`src/rtl/decoder_scan_seq_pkg.sv`:
```
// Shared definitions for the decoder scan sequencer: state encoding and step sizing.
package decoder_scan_seq_pkg;
    localparam int STEP_W    = 3;
    localparam int NUM_STEPS = 8;

    typedef enum logic [1:0] {
        ST_IDLE   = 2'd0,
        ST_BLANK  = 2'd1,
        ST_ACTIVE = 2'd2
    } state_e;

    typedef logic [STEP_W-1:0]    step_t;
    typedef logic [NUM_STEPS-1:0] mask_t;
endpackage

```
`src/rtl/decoder_scan_seq_if.sv`:
```
// Control and decoder-drive bundle between the sequencer and whoever commands it.
interface decoder_scan_seq_if;
    import decoder_scan_seq_pkg::*;

    logic  start;
    logic  continuous;
    logic  stop;
    mask_t step_mask;
    logic  G_L1;
    logic  G_L2;
    logic  A1;
    logic  B1;
    logic  A2;
    logic  B2;
    step_t step;
    logic  busy;
    logic  sweep_done;

    modport master (
        output start, continuous, stop, step_mask,
        input  G_L1, G_L2, A1, B1, A2, B2, step, busy, sweep_done
    );

    modport slave (
        input  start, continuous, stop, step_mask,
        output G_L1, G_L2, A1, B1, A2, B2, step, busy, sweep_done
    );
endinterface

```
`src/rtl/decoder_scan_seq_next_step_find.sv`:
```
// Combinational step selector: next enabled step above the current one, and the lowest enabled step.
module decoder_scan_seq_next_step_find
    import decoder_scan_seq_pkg::*;
(
    input  mask_t mask_i,
    input  step_t step_i,
    output step_t next_o,
    output logic  found_o,
    output step_t lowest_o
);

    // Descending scan: the last hit wins, giving the lowest qualifying index.
    always_comb begin
        next_o   = '0;
        found_o  = 1'b0;
        lowest_o = '0;
        for (int i = NUM_STEPS - 1; i >= 0; i--) begin
            if (mask_i[i]) begin
                lowest_o = step_t'(i);
                if (i > int'(step_i)) begin
                    next_o  = step_t'(i);
                    found_o = 1'b1;
                end
            end
        end
    end

endmodule

```
`src/rtl/decoder_scan_seq.sv`:
```
// Sweep sequencer for a dual 2-to-4 decoder: blank/dwell per step, skip mask, stop, continuous wrap.
module decoder_scan_seq
    import decoder_scan_seq_pkg::*;
#(
    parameter int DWELL = 16,
    parameter int BLANK = 2,
    parameter int CNT_W = 8
) (
    input logic            clk,
    input logic            rst_n,
    decoder_scan_seq_if.slave bus
);

    localparam logic [CNT_W-1:0] BLANK_LD = CNT_W'(BLANK - 1);
    localparam logic [CNT_W-1:0] DWELL_LD = CNT_W'(DWELL - 1);

    state_e           state_q, state_d;
    step_t            step_q, step_d;
    logic [CNT_W-1:0] cnt_q, cnt_d;
    logic             stop_q, stop_d;
    logic             g1_q, g1_d;
    logic             g2_q, g2_d;
    logic [1:0]       addr_q, addr_d;
    logic             busy_q, busy_d;
    logic             done_q, done_d;

    step_t next_step;
    logic  next_found;
    step_t lowest_step;

    decoder_scan_seq_next_step_find u_find (
        .mask_i   (bus.step_mask),
        .step_i   (step_q),
        .next_o   (next_step),
        .found_o  (next_found),
        .lowest_o (lowest_step)
    );

    always_comb begin
        state_d = state_q;
        step_d  = step_q;
        cnt_d   = cnt_q;
        stop_d  = stop_q;
        done_d  = 1'b0;

        case (state_q)
            ST_IDLE: begin
                stop_d = 1'b0;
                if (bus.start && (bus.step_mask != '0)) begin
                    state_d = ST_BLANK;
                    step_d  = lowest_step;
                    cnt_d   = BLANK_LD;
                end
            end
            ST_BLANK: begin
                if (bus.stop) stop_d = 1'b1;
                if (cnt_q == '0) begin
                    state_d = ST_ACTIVE;
                    cnt_d   = DWELL_LD;
                end else begin
                    cnt_d = cnt_q - 1'b1;
                end
            end
            ST_ACTIVE: begin
                if (cnt_q != '0) begin
                    cnt_d = cnt_q - 1'b1;
                    if (bus.stop) stop_d = 1'b1;
                end else if (stop_q || bus.stop) begin
                    // A stop still reports completion when the halted step was the last one.
                    state_d = ST_IDLE;
                    stop_d  = 1'b0;
                    done_d  = !next_found;
                end else if (next_found) begin
                    state_d = ST_BLANK;
                    step_d  = next_step;
                    cnt_d   = BLANK_LD;
                end else begin
                    done_d = 1'b1;
                    if (bus.continuous && (bus.step_mask != '0)) begin
                        state_d = ST_BLANK;
                        step_d  = lowest_step;
                        cnt_d   = BLANK_LD;
                    end else begin
                        state_d = ST_IDLE;
                    end
                end
            end
            default: begin
                state_d = ST_IDLE;
                stop_d  = 1'b0;
            end
        endcase

        // Outputs are derived from the next state so they register in step with it.
        g1_d   = !((state_d == ST_ACTIVE) && !step_d[2]);
        g2_d   = !((state_d == ST_ACTIVE) &&  step_d[2]);
        addr_d = step_d[1:0];
        busy_d = (state_d != ST_IDLE);
    end

    always_ff @(posedge clk or negedge rst_n) begin
        if (!rst_n) begin
            state_q <= ST_IDLE;
            step_q  <= '0;
            cnt_q   <= '0;
            stop_q  <= 1'b0;
            g1_q    <= 1'b1;
            g2_q    <= 1'b1;
            addr_q  <= '0;
            busy_q  <= 1'b0;
            done_q  <= 1'b0;
        end else begin
            state_q <= state_d;
            step_q  <= step_d;
            cnt_q   <= cnt_d;
            stop_q  <= stop_d;
            g1_q    <= g1_d;
            g2_q    <= g2_d;
            addr_q  <= addr_d;
            busy_q  <= busy_d;
            done_q  <= done_d;
        end
    end

    assign bus.G_L1       = g1_q;
    assign bus.G_L2       = g2_q;
    assign bus.A1         = addr_q[0];
    assign bus.B1         = addr_q[1];
    assign bus.A2         = addr_q[0];
    assign bus.B2         = addr_q[1];
    assign bus.step       = step_q;
    assign bus.busy       = busy_q;
    assign bus.sweep_done = done_q;

endmodule
```
`src/flat_wrapper.sv`:
```
// flat-port wrapper written by rule: the top's interface ports become plain ports
module decoder_scan_seq_flat import decoder_scan_seq_pkg::*;
#(
    parameter int DWELL = 16,
    parameter int BLANK = 2,
    parameter int CNT_W = 8
)
  (clk, rst_n, bus_start, bus_continuous, bus_stop, bus_step_mask, bus_G_L1, bus_G_L2, bus_A1, bus_B1, bus_A2, bus_B2, bus_step, bus_busy, bus_sweep_done);
  decoder_scan_seq_if bus_i ();
  input logic clk;
  input logic rst_n;
  input wire logic [$bits(bus_i.start)-1:0] bus_start;
  input wire logic [$bits(bus_i.continuous)-1:0] bus_continuous;
  input wire logic [$bits(bus_i.stop)-1:0] bus_stop;
  input wire logic [$bits(bus_i.step_mask)-1:0] bus_step_mask;
  output wire logic [$bits(bus_i.G_L1)-1:0] bus_G_L1;
  output wire logic [$bits(bus_i.G_L2)-1:0] bus_G_L2;
  output wire logic [$bits(bus_i.A1)-1:0] bus_A1;
  output wire logic [$bits(bus_i.B1)-1:0] bus_B1;
  output wire logic [$bits(bus_i.A2)-1:0] bus_A2;
  output wire logic [$bits(bus_i.B2)-1:0] bus_B2;
  output wire logic [$bits(bus_i.step)-1:0] bus_step;
  output wire logic [$bits(bus_i.busy)-1:0] bus_busy;
  output wire logic [$bits(bus_i.sweep_done)-1:0] bus_sweep_done;
  assign bus_i.start = bus_start;
  assign bus_i.continuous = bus_continuous;
  assign bus_i.stop = bus_stop;
  assign bus_i.step_mask = bus_step_mask;
  assign bus_G_L1 = bus_i.G_L1;
  assign bus_G_L2 = bus_i.G_L2;
  assign bus_A1 = bus_i.A1;
  assign bus_B1 = bus_i.B1;
  assign bus_A2 = bus_i.A2;
  assign bus_B2 = bus_i.B2;
  assign bus_step = bus_i.step;
  assign bus_busy = bus_i.busy;
  assign bus_sweep_done = bus_i.sweep_done;
  decoder_scan_seq #(.DWELL(DWELL), .BLANK(BLANK), .CNT_W(CNT_W)) u_core (.clk(clk), .rst_n(rst_n), .bus(bus_i));
endmodule
```
`config.mk`:
```
export PLATFORM = sky130hd
export DESIGN_NAME = decoder_scan_seq_flat
export DESIGN_NICKNAME = d
export VERILOG_FILES = /design/src/rtl/decoder_scan_seq_pkg.sv /design/src/rtl/decoder_scan_seq_if.sv /design/src/rtl/decoder_scan_seq_next_step_find.sv /design/src/rtl/decoder_scan_seq.sv /design/src/flat_wrapper.sv
export SDC_FILE = /design/constraint.sdc
export NUM_CORES = 1
export LEC_CHECK = 0
export ABC_AREA = 1
export BUFFER_PORTS_ARGS = -buffer_cell sky130_fd_sc_hd__buf_2
export CAP_MARGIN = 20
export CORE_ASPECT_RATIO = 0.5
export CORE_UTILIZATION = 55
export DETAILED_ROUTE_END_ITERATION = 6
export GPL_ROUTABILITY_DRIVEN = 0
export PLACE_DENSITY = 0.78
export SLEW_MARGIN = 20
export SYNTH_ARGS = -nofsm -noshare
export SYNTH_HDL_FRONTEND = slang
export SYNTH_SLANG_ARGS = --single-unit
```
`constraint.sdc`:
```
create_clock -name clk -period 2.3 [get_ports clk]
set_clock_uncertainty 0.05 [all_clocks]
set_input_delay 0.46 -clock clk [delete_from_list [all_inputs] [get_ports clk]]
set_output_delay 0.46 -clock clk [all_outputs]
set_load 0.01 [all_outputs]
```
==> flow_metrics.env, run 1 <==
export IMPL_synth_common_cells="70 x nand2_1, 26 x inv_1, 19 x nor2_1, 16 x dfrtp_1, 13 x nand3_1"
export IMPL_cp_end_kind="flop"
export IMPL_cts_sinks=18
export IMPL_synth_seq_cells=18
export IMPL_wl_per_cell_um=11.3
export IMPL_cp_start_kind="flop"
export IMPL_hpwl_um=2480
export IMPL_grt_pass1_wl_um=5650
export IMPL_ios=24
export IMPL_p_leak_nw=0.939
export IMPL_place_inst=274
export IMPL_peakVddDrop_uv=739
export IMPL_cts_buffers=3
export IMPL_grt_ovfl_total=0
export IMPL_fin_cells=278
export IMPL_synth_top_area_share_pct=26.6
export IMPL_clock_path_buffers=2
export IMPL_rsz0062_at_grt="false"
export IMPL_fillers=190
export IMPL_synth_edff_count=0
export IMPL_die_area_mm2=0.00296
export IMPL_period_minus_slack_ns=1.80
export IMPL_die_h_um=39.0
export IMPL_async_flop_share_pct=100
export IMPL_drive_above_1_share_pct=25.1
export IMPL_yosysMostFrequentCell="nand2_1"
export IMPL_hold_viol=0
export IMPL_required_ns=2.42
export IMPL_drt_antenna_violating_nets=0
export IMPL_setup_viol=0
export IMPL_critical_path_class="reg2reg"
export IMPL_mappedNetlistNets=238
export IMPL_antenna_found_initial=0
export IMPL_grt_max_degree=19
export IMPL_area_growth_pct=12.2
export IMPL_fp_coreArea_mm2=0.00239
export IMPL_drt_total_wl_um=3160
export IMPL_crit_fanout=5
export IMPL_r2r_setup_slack_ns=0.50
export IMPL_worst_pin_slew_ns=0.541
export IMPL_yosysTopAreaCell="dfrtp_1"
export IMPL_post_cts_buffers=0
export IMPL_finalInstanceArea_mm2=0.00169
export IMPL_dpl_cell_area_mm2=0.00163
export IMPL_power_density_mw_per_mm2=1230
export IMPL_fin_tns_setup_ns=0
export IMPL_die_w_um=76.0
export IMPL_cts_tree="done"
export IMPL_start_util_pct=63.0
export IMPL_maxCapViolCount=0
export IMPL_reg2regPathDepth=10
export IMPL_path_clk_slew_ns=0.07
export IMPL_hp_class="in2async"
export IMPL_port_buffers=23
export IMPL_cts_hold_buffers=0
export IMPL_diodes=0
export IMPL_reg2reg_from="u_core.cnt_q[0]$_DFFE_PN0P_"
export IMPL_placementRows=12
export IMPL_synth_cells=220
export IMPL_fin_util_pct=70.7
export IMPL_fmax_mhz=556
export IMPL_cts_root_buf="clkbuf_8"
export IMPL_grt_use_total_pct=25.0
export IMPL_grt_pass1_vias=1307
export IMPL_avgViaCountPerCell=5.12
export IMPL_synth_warnings=0
export IMPL_synth_seq_area_share_pct=30.1
export IMPL_dr_pass1_iters=4
export IMPL_nets=262
export IMPL_ys_flop_type="dfrtp_1"
export IMPL_synth_cell_type_count=32
export IMPL_min_period_over_period_pct=78.1
export IMPL_cts_resized=0
export IMPL_crit_arrival_ns=1.92
export IMPL_clock_latency_ns=0.25
export IMPL_slew_headroom_pct=63.7
export IMPL_cp_startpoint="u_core.cnt_q[0]$_DFFE_PN0P_"
export IMPL_status="finished, final reports clean"
export IMPL_htree_levels=1
export IMPL_timing_rr_end="u_core.bus.G_L1$_DFF_PN1_"
export IMPL_vias=1422
export IMPL_synth_area_leaders="dfrtp_1 27%, nand2_1 17%, inv_1 6.5%, nor2_1 4.7%, nand3_1 4.3%"
export IMPL_syn_area_mm2=0.00150
export IMPL_drv_slew=0
export IMPL_drt_first_iter_violations=73
export IMPL_syn_area_per_cell_um2=6.84
export IMPL_critical_path_endpoint="u_core.bus.G_L1$_DFF_PN1_"
export IMPL_remaining_drc_errors=0
==> critical path, cell delays in order (launching register included) <==
cell,delay (ns)
dfrtp_1,0.39
inv_1,0.09
ha_1,0.18
nand2_2,0.10
or2_1,0.25
nor2_2,0.15
inv_2,0.07
a21oi_1,0.13
nand2_1,0.11
nor2_2,0.12
nand3_1,0.08
==> per-layer routing <==
layer	GRT usage (%)	up-vias	wire length, um
li1	-	729	-
met4	7.69	0	36
met3	4.71	6	210
met2	45.9	51	1490
met1	31.3	636	1420
met5	0	-	0
==> layout by cell type (no fill, tap or decap), types with 3 or more instances in the layout <==
cell type,count
nand2_1,70
inv_1,26
buf_2,23
nor2_1,19
dfrtp_1,16
nand3_1,13
a21oi_1,10
o21ai_0,9
nand2_2,7
nor2_2,7
ha_1,5
inv_2,4
nand2_4,4
clkbuf_8,4
o21ai_1,3
==> per-stage QoR <==
| stage | hold WS (ns) | worst slack, ns | total power [mW] |
|---|---|---|---|
| final | 0.0736 | 0.503 | 2.08 |
| after global routing | 0.103 | 0.277 | 2.29 |
| after CTS | 0.0855 | 0.505 | 2.08 |
| after detailed placement | 0.362 | 0.490 | 1.81 |
| after global placement | 0.358 | 0.527 | 1.79 |
| after floorplan | 0.114 | 0.697 | 1.55 |
==> cell type report <==
class                           instances  area, um2  area share (%)
Sequential cell                        18        453            26.8
Tap cell                               35       43.8            2.59
Multi-Input combinational cell        166        896            53.1
Clock buffer                            4       55.1            3.26
Timing Repair Buffer                   23        115            6.82
Inverter                               32        125            7.41
==> how the worst min path moves through the flow <==
| stage | startpoint | endpoint | slack, ns | cells past startpoint |
|---|---|---|---|---|
| 2_1_floorplan | rst_n | async pin | 0.11 | 0 |
| 3_3_place_gp | rst_n | u_core.cnt_q[0]$_DFFE_PN0P_ | 0.36 | 1 |
| 3_5_place_dp | rst_n | u_core.cnt_q[0]$_DFFE_PN0P_ | 0.36 | 1 |
| 4_1_cts | rst_n | u_core.cnt_q[0]$_DFFE_PN0P_ | 0.09 | 1 |
| 5_1_grt | rst_n | u_core.cnt_q[4]$_DFFE_PN0P_ | 0.10 | 1 |
| 6_report | rst_n | u_core.cnt_q[0]$_DFFE_PN0P_ | 0.07 | 1 |
==> power breakdown <==
group          switching [mW]  internal [mW]
clock                   0.108          0.152
sequential              0.112          0.431
combinational           0.837          0.442
==> kinds of logic (layout without fill, tap and decap cells) <==
| family | Yosys count | in the layout | synth area share [%] |
|---|---|---|---|
| and+or+nand+nor | 132 | 132 | 43.0 |
| buffers and inverters | 36 | 59 | 10.3 |
| AOI/OAI and AO/OA | 26 | 26 | 10.6 |
| adders and majority gates | 5 | 5 | 4.16 |
| xor gates and xnor gates | 3 | 3 | 1.75 |
| DFF | 18 | 18 | 30.1 |
Power figures use the tool's default switching activity.
==> run 2, diff against run 1 <==
Clock period 2.3 ns to 1.8 ns, I/O delays scaled along.
==> flow_metrics.env, run 2 (synthesis gave the netlist of run 1 again) <==
export IMPL_maxCapViolCount=0
export IMPL_worst_pin_slew_ns=0.429
export IMPL_fin_tns_setup_ns=0
export IMPL_cp_end_kind="flop"
export IMPL_grt_pass1_vias=1328
export IMPL_peakVddDrop_uv=1280
export IMPL_start_util_pct=63.0
export IMPL_cp_slowest_cell="dfrtp_1"
export IMPL_clock_path_buffers=2
export IMPL_crit_arrival_ns=1.84
export IMPL_cts_tree="done"
export IMPL_diodes=0
export IMPL_cts_buffers=3
export IMPL_fillers=187
export IMPL_setup_viol=0
export IMPL_path_cells="inv_1 -> ha_4 -> nand2_4 -> or2_4 -> nor2_4 -> inv_2 -> a21oi_2 -> nand2_2 -> nor2_2 -> nand3_1"
export IMPL_cp_startpoint="u_core.cnt_q[1]$_DFFE_PN0P_"
export IMPL_die_area_mm2=0.00296
export IMPL_status="finished, final reports clean"
export IMPL_hpwl_um=2640
export IMPL_period_minus_slack_ns=1.71
export IMPL_ios=24
export IMPL_fp_coreArea_mm2=0.00239
export IMPL_cts_sinks=18
export IMPL_p_leak_nw=0.985
export IMPL_die_w_um=76.0
export IMPL_drv_slew=0
export IMPL_avgViaCountPerCell=5.10
export IMPL_critical_path_class="reg2reg"
export IMPL_final_cell_mix="69 x nand2_1, 25 x inv_1, 23 x buf_2"
export IMPL_area_growth_pct=19.6
export IMPL_reg2reg_from="u_core.cnt_q[1]$_DFFE_PN0P_"
export IMPL_drive_above_1_share_pct=31.0
export IMPL_layout_cells_most_common="nand2_1"
export IMPL_drt_total_wl_um=3460
export IMPL_path_clk_slew_ns=0.07
export IMPL_power_density_mw_per_mm2=1660
export IMPL_required_ns=1.93
export IMPL_min_delay_start="u_core.cnt_q[1]$_DFFE_PN0P_"
export IMPL_htree_levels=1
export IMPL_vias=1465
export IMPL_cp_start_kind="flop"
export IMPL_slew_headroom_pct=71.4
export IMPL_placementRows=12
export IMPL_place_inst=279
export IMPL_antenna_found_initial=0
export IMPL_dr_pass1_iters=4
export IMPL_wl_per_cell_um=12.1
export IMPL_fin_cells=287
export IMPL_grt_pass1_wl_um=5640
export IMPL_cts_root_buf="clkbuf_8"
export IMPL_port_buffers=23
export IMPL_grt_use_total_pct=25.6
export IMPL_hp_class="reg2reg"
export IMPL_nets=271
export IMPL_cpPeakStageDelay_ns=0.39
export IMPL_grt_ovfl_total=0
export IMPL_grt_max_degree=19
export IMPL_fmax_mhz=584
export IMPL_drt_first_iter_violations=40
export IMPL_clock_latency_ns=0.25
export IMPL_fin_util_pct=75.4
export IMPL_crit_fanout=5
export IMPL_die_h_um=39.0
export IMPL_drt_antenna_violating_nets=0
export IMPL_whs_ns=0.460
export IMPL_remaining_drc_errors=0
export IMPL_min_period_over_period_pct=95.1
export IMPL_hold_viol=0
==> run 2: area by class of cell <==
| class | instances | area (um2) | area share (%) |
|---|---|---|---|
| Clock buffer | 4 | 55.1 | 3.06 |
| Inverter | 32 | 125 | 6.95 |
| Multi-Input combinational cell | 166 | 936 | 52.0 |
| Sequential cell | 18 | 454 | 25.2 |
| Tap cell | 35 | 43.8 | 2.43 |
| Timing Repair Buffer | 32 | 185 | 10.3 |
==> run 2: layer usage <==
| layer | vias up | wire, um | track usage [%] |
|---|---|---|---|
| met5 | - | 0 | 0 |
| met4 | 0 | 34 | 4.33 |
| met3 | 6 | 173 | 6.35 |
| met2 | 42 | 1650 | 52.3 |
| met1 | 667 | 1610 | 28.7 |
| li1 | 750 | - | - |
==> run 2: metrics by stage <==
step                      setup slack (ns)  area [um2]  total power [mW]
final                               0.0885        1800              2.99
after detailed placement           0.00526        1670              2.40
after global placement               0.112        1670              2.34
after CTS                           0.0174        1750              2.84
after floorplan                      0.197        1500              1.98
after global routing               -0.0139        1800              3.23
==> run 2: where the power goes <==
group	total (mW)	switching (mW)	internal, mW
logic	1.97	1.21	0.756
registers	0.691	0.138	0.553
clock network	0.333	0.138	0.194
total	2.99	1.49	1.50
==> run 2: path summary, 6_finish.rpt <==
path / slack [ns] / cells after the start / endpoint
worst max-delay path: 0.09 / 10 / u_core.bus.G_L1$_DFF_PN1_
worst min register to register: 0.46 / 2 / u_core.cnt_q[1]$_DFFE_PN0P_
min in group asynchronous: 0.53 / 2 / u_core.cnt_q[4]$_DFFE_PN0P_
max in group asynchronous: 0.84 / 2 / u_core.bus.G_L1$_DFF_PN1_
worst max register to register: 0.09 / 10 / u_core.bus.G_L1$_DFF_PN1_
worst min-delay path: 0.46 / 2 / u_core.cnt_q[1]$_DFFE_PN0P_
==> run 2: what timing repair did <==
action                                  in CTS  in global routing
gates resized for setup                      3                 10
endpoints found under the hold margin       16                  0
hold buffers                                 1                  0
buffers inserted                             1                  2
endpoints found under the setup margin       2                 14
pin swaps                                    1                  4
==> run 2: critical path, delay by kind of cell, from the launching register on <==
family,cells,cell delay [ns]
AO/OA/AOI/OAI,1,0.13
adder cells (fa/ha/maj),1,0.15
buffers and inverters,2,0.17
flip-flops,1,0.39
AND/OR/NAND/NOR,6,0.72
==> run 3, diff against run 2 <==
Settings changed: BUFFER_PORTS_ARGS -buffer_cell sky130_fd_sc_hd__buf_2 to default, DONT_BUFFER_PORTS from default to 1, GPL_TIMING_DRIVEN from default to 0, PLACE_DENSITY 0.78 to 0.7.
==> flow_metrics.env, run 3 (synthesis gave the netlist of run 1 again) <==
export IMPL_die_area_mm2=0.00296
export IMPL_htree_levels=1
export IMPL_switching_share_pct=50.2
export IMPL_grt_max_degree=19
export IMPL_comb_power_share_pct=62.4
export IMPL_cts_tree="done"
export IMPL_path_depth=10
export IMPL_hold_viol=0
export IMPL_reg2regPathDepth=10
export IMPL_cpPeakStageDelay_ns=0.41
export IMPL_required_ns=1.93
export IMPL_vias=1369
export IMPL_grt_ovfl_total=0
export IMPL_antenna_found_initial=0
export IMPL_power_density_mw_per_mm2=1660
export IMPL_p_leak_nw=0.913
export IMPL_register_area_um2=457
export IMPL_remaining_drc_errors=0
export IMPL_grt_pass1_wl_um=5020
export IMPL_cp_start_kind="flop"
export IMPL_wl_per_cell_um=12.4
export IMPL_crit_family="simple AND/OR/NAND/NOR gates"
export IMPL_die_h_um=39.0
export IMPL_path_clk_slew_ns=0.07
export IMPL_clock_latency_ns=0.25
export IMPL_cts_buffers=3
export IMPL_ios=24
export IMPL_nets=249
export IMPL_worst_pin_slew_ns=0.808
export IMPL_p_sw_mw=1.44
export IMPL_drt_antenna_violating_nets=0
export IMPL_start_util_pct=63.0
export IMPL_maxCapViolCount=0
export IMPL_whs_ns=0.266
export IMPL_area_growth_pct=14.8
export IMPL_multi_input_area_um2=963
export IMPL_cts_sinks=18
export IMPL_fillers=192
export IMPL_path_cells="inv_1 -> ha_4 -> nand2_4 -> or2_4 -> nor2_4 -> inv_2 -> a21oi_2 -> nand2_2 -> nor2_4 -> nand3_1"
export IMPL_hpwl_um=2370
export IMPL_port_buffers=0
export IMPL_grt_pass1_vias=1176
export IMPL_peakVddDrop_uv=1030
export IMPL_status="finished, final reports clean"
export IMPL_fin_cells=265
export IMPL_clock_path_buffers=2
export IMPL_p_int_mw=1.43
export IMPL_placementRows=12
export IMPL_clockPowerShare_pct=11.5
export IMPL_setup_viol=0
export IMPL_power_frac_seq_pct=26.1
export IMPL_cp_slowest_cell="dfrtp_1"
export IMPL_crit_buf_inv=2
export IMPL_drt_total_wl_um=3270
export IMPL_drv_slew=0
export IMPL_cp_end_kind="flop"
export IMPL_period_minus_slack_ns=1.70
export IMPL_crit_top_cell="nor2_4"
export IMPL_grt_use_total_pct=22.9
export IMPL_avgViaCountPerCell=5.17
export IMPL_slew_headroom_pct=46.0
export IMPL_crit_arrival_ns=1.83
export IMPL_dr_pass1_iters=4
export IMPL_drive_above_1_share_pct=27.4
export IMPL_min_period_over_period_pct=94.6
export IMPL_hp_class="in2reg"
export IMPL_place_inst=255
export IMPL_diodes=0
export IMPL_critical_path_class="reg2reg"
export IMPL_fmax_mhz=587
export IMPL_fp_coreArea_mm2=0.00239
export IMPL_drt_first_iter_violations=47
export IMPL_die_w_um=76.0
export IMPL_layout_cells_most_common="nand2_1"
export IMPL_crit_fanout=5
export IMPL_cts_root_buf="clkbuf_8"
export IMPL_hold_depth=2
export IMPL_final_cell_mix="68 x nand2_1, 25 x inv_1, 17 x nor2_1"
run 3: cell types whose count changed in the layout (fill, tap and decap cells not counted), sizes merged:
cell | previous run | this run
buf | 31 | 8
dlymetal6s2s | 0 | 1
run 3: final timing paths:
kind | startpoint | to | slack [ns]
worst min-delay path | bus_stop | u_core.stop_q$_DFFE_PN0P_ | 0.27
worst max register to register | u_core.cnt_q[1]$_DFFE_PN0P_ | u_core.bus.G_L1$_DFF_PN1_ | 0.1
worst min register to register | u_core.cnt_q[6]$_DFFE_PN0P_ | u_core.cnt_q[6]$_DFFE_PN0P_ | 0.44
worst max-delay path | u_core.cnt_q[1]$_DFFE_PN0P_ | u_core.bus.G_L1$_DFF_PN1_ | 0.1
min in group asynchronous | rst_n | u_core.cnt_q[0]$_DFFE_PN0P_ | 0.59
max in group asynchronous | rst_n | async pin | 0.56
run 3: power by group through the flow:
stage | Combinational (mW) | Sequential [mW] | Clock [mW]
6_report | 1.79 | 0.748 | 0.330
5_1_grt | 1.98 | 0.765 | 0.361
4_1_cts | 1.55 | 0.732 | 0.340
3_5_place_dp | 1.53 | 0.739 | 0
3_3_place_gp | 1.50 | 0.729 | 0
2_1_floorplan | 1.28 | 0.692 | 0
run 3: metal layers:
layer,GRT usage (%),part of all wire [%],vias to the layer above
li1,-,-,708
met4,5.77,0.34,0
met5,0,0,-
met1,26.0,46,614
met3,6.12,5.7,2
met2,44.8,48,45
run 3: per-stage QoR:
stage               TNS, ns  setup slack, ns  area [um2]  util, %  power, mW
floorplan                 0            0.197        1500        -       1.98
global placement          0           0.0534        1550     64.8       2.23
detailed placement        0           0.0177        1550     64.8       2.26
CTS                       0           0.0128        1620     67.7       2.62
global route        -0.0315          -0.0186        1730     72.3       3.11
finish                    0           0.0976        1730     72.3       2.87
run 3: layout make-up:
| class | count | area share [%] |
|---|---|---|
| buffer | 4 | 1.74 |
| clock buffer | 4 | 3.19 |
| inverter | 32 | 7.25 |
| multi-input combinational | 166 | 55.8 |
| sequential | 18 | 26.4 |
| tap | 35 | 2.54 |
| timing repair buffer | 6 | 3.04 |
run 3: what timing repair did:
action / CTS / global route
buffers inserted: 0 / 5
endpoints found under the hold margin: 18 / 0
endpoints found under the setup margin: 1 / 14
hold buffers: 1 / 0
gates resized for setup: 1 / 20
pin swaps: 0 / 6
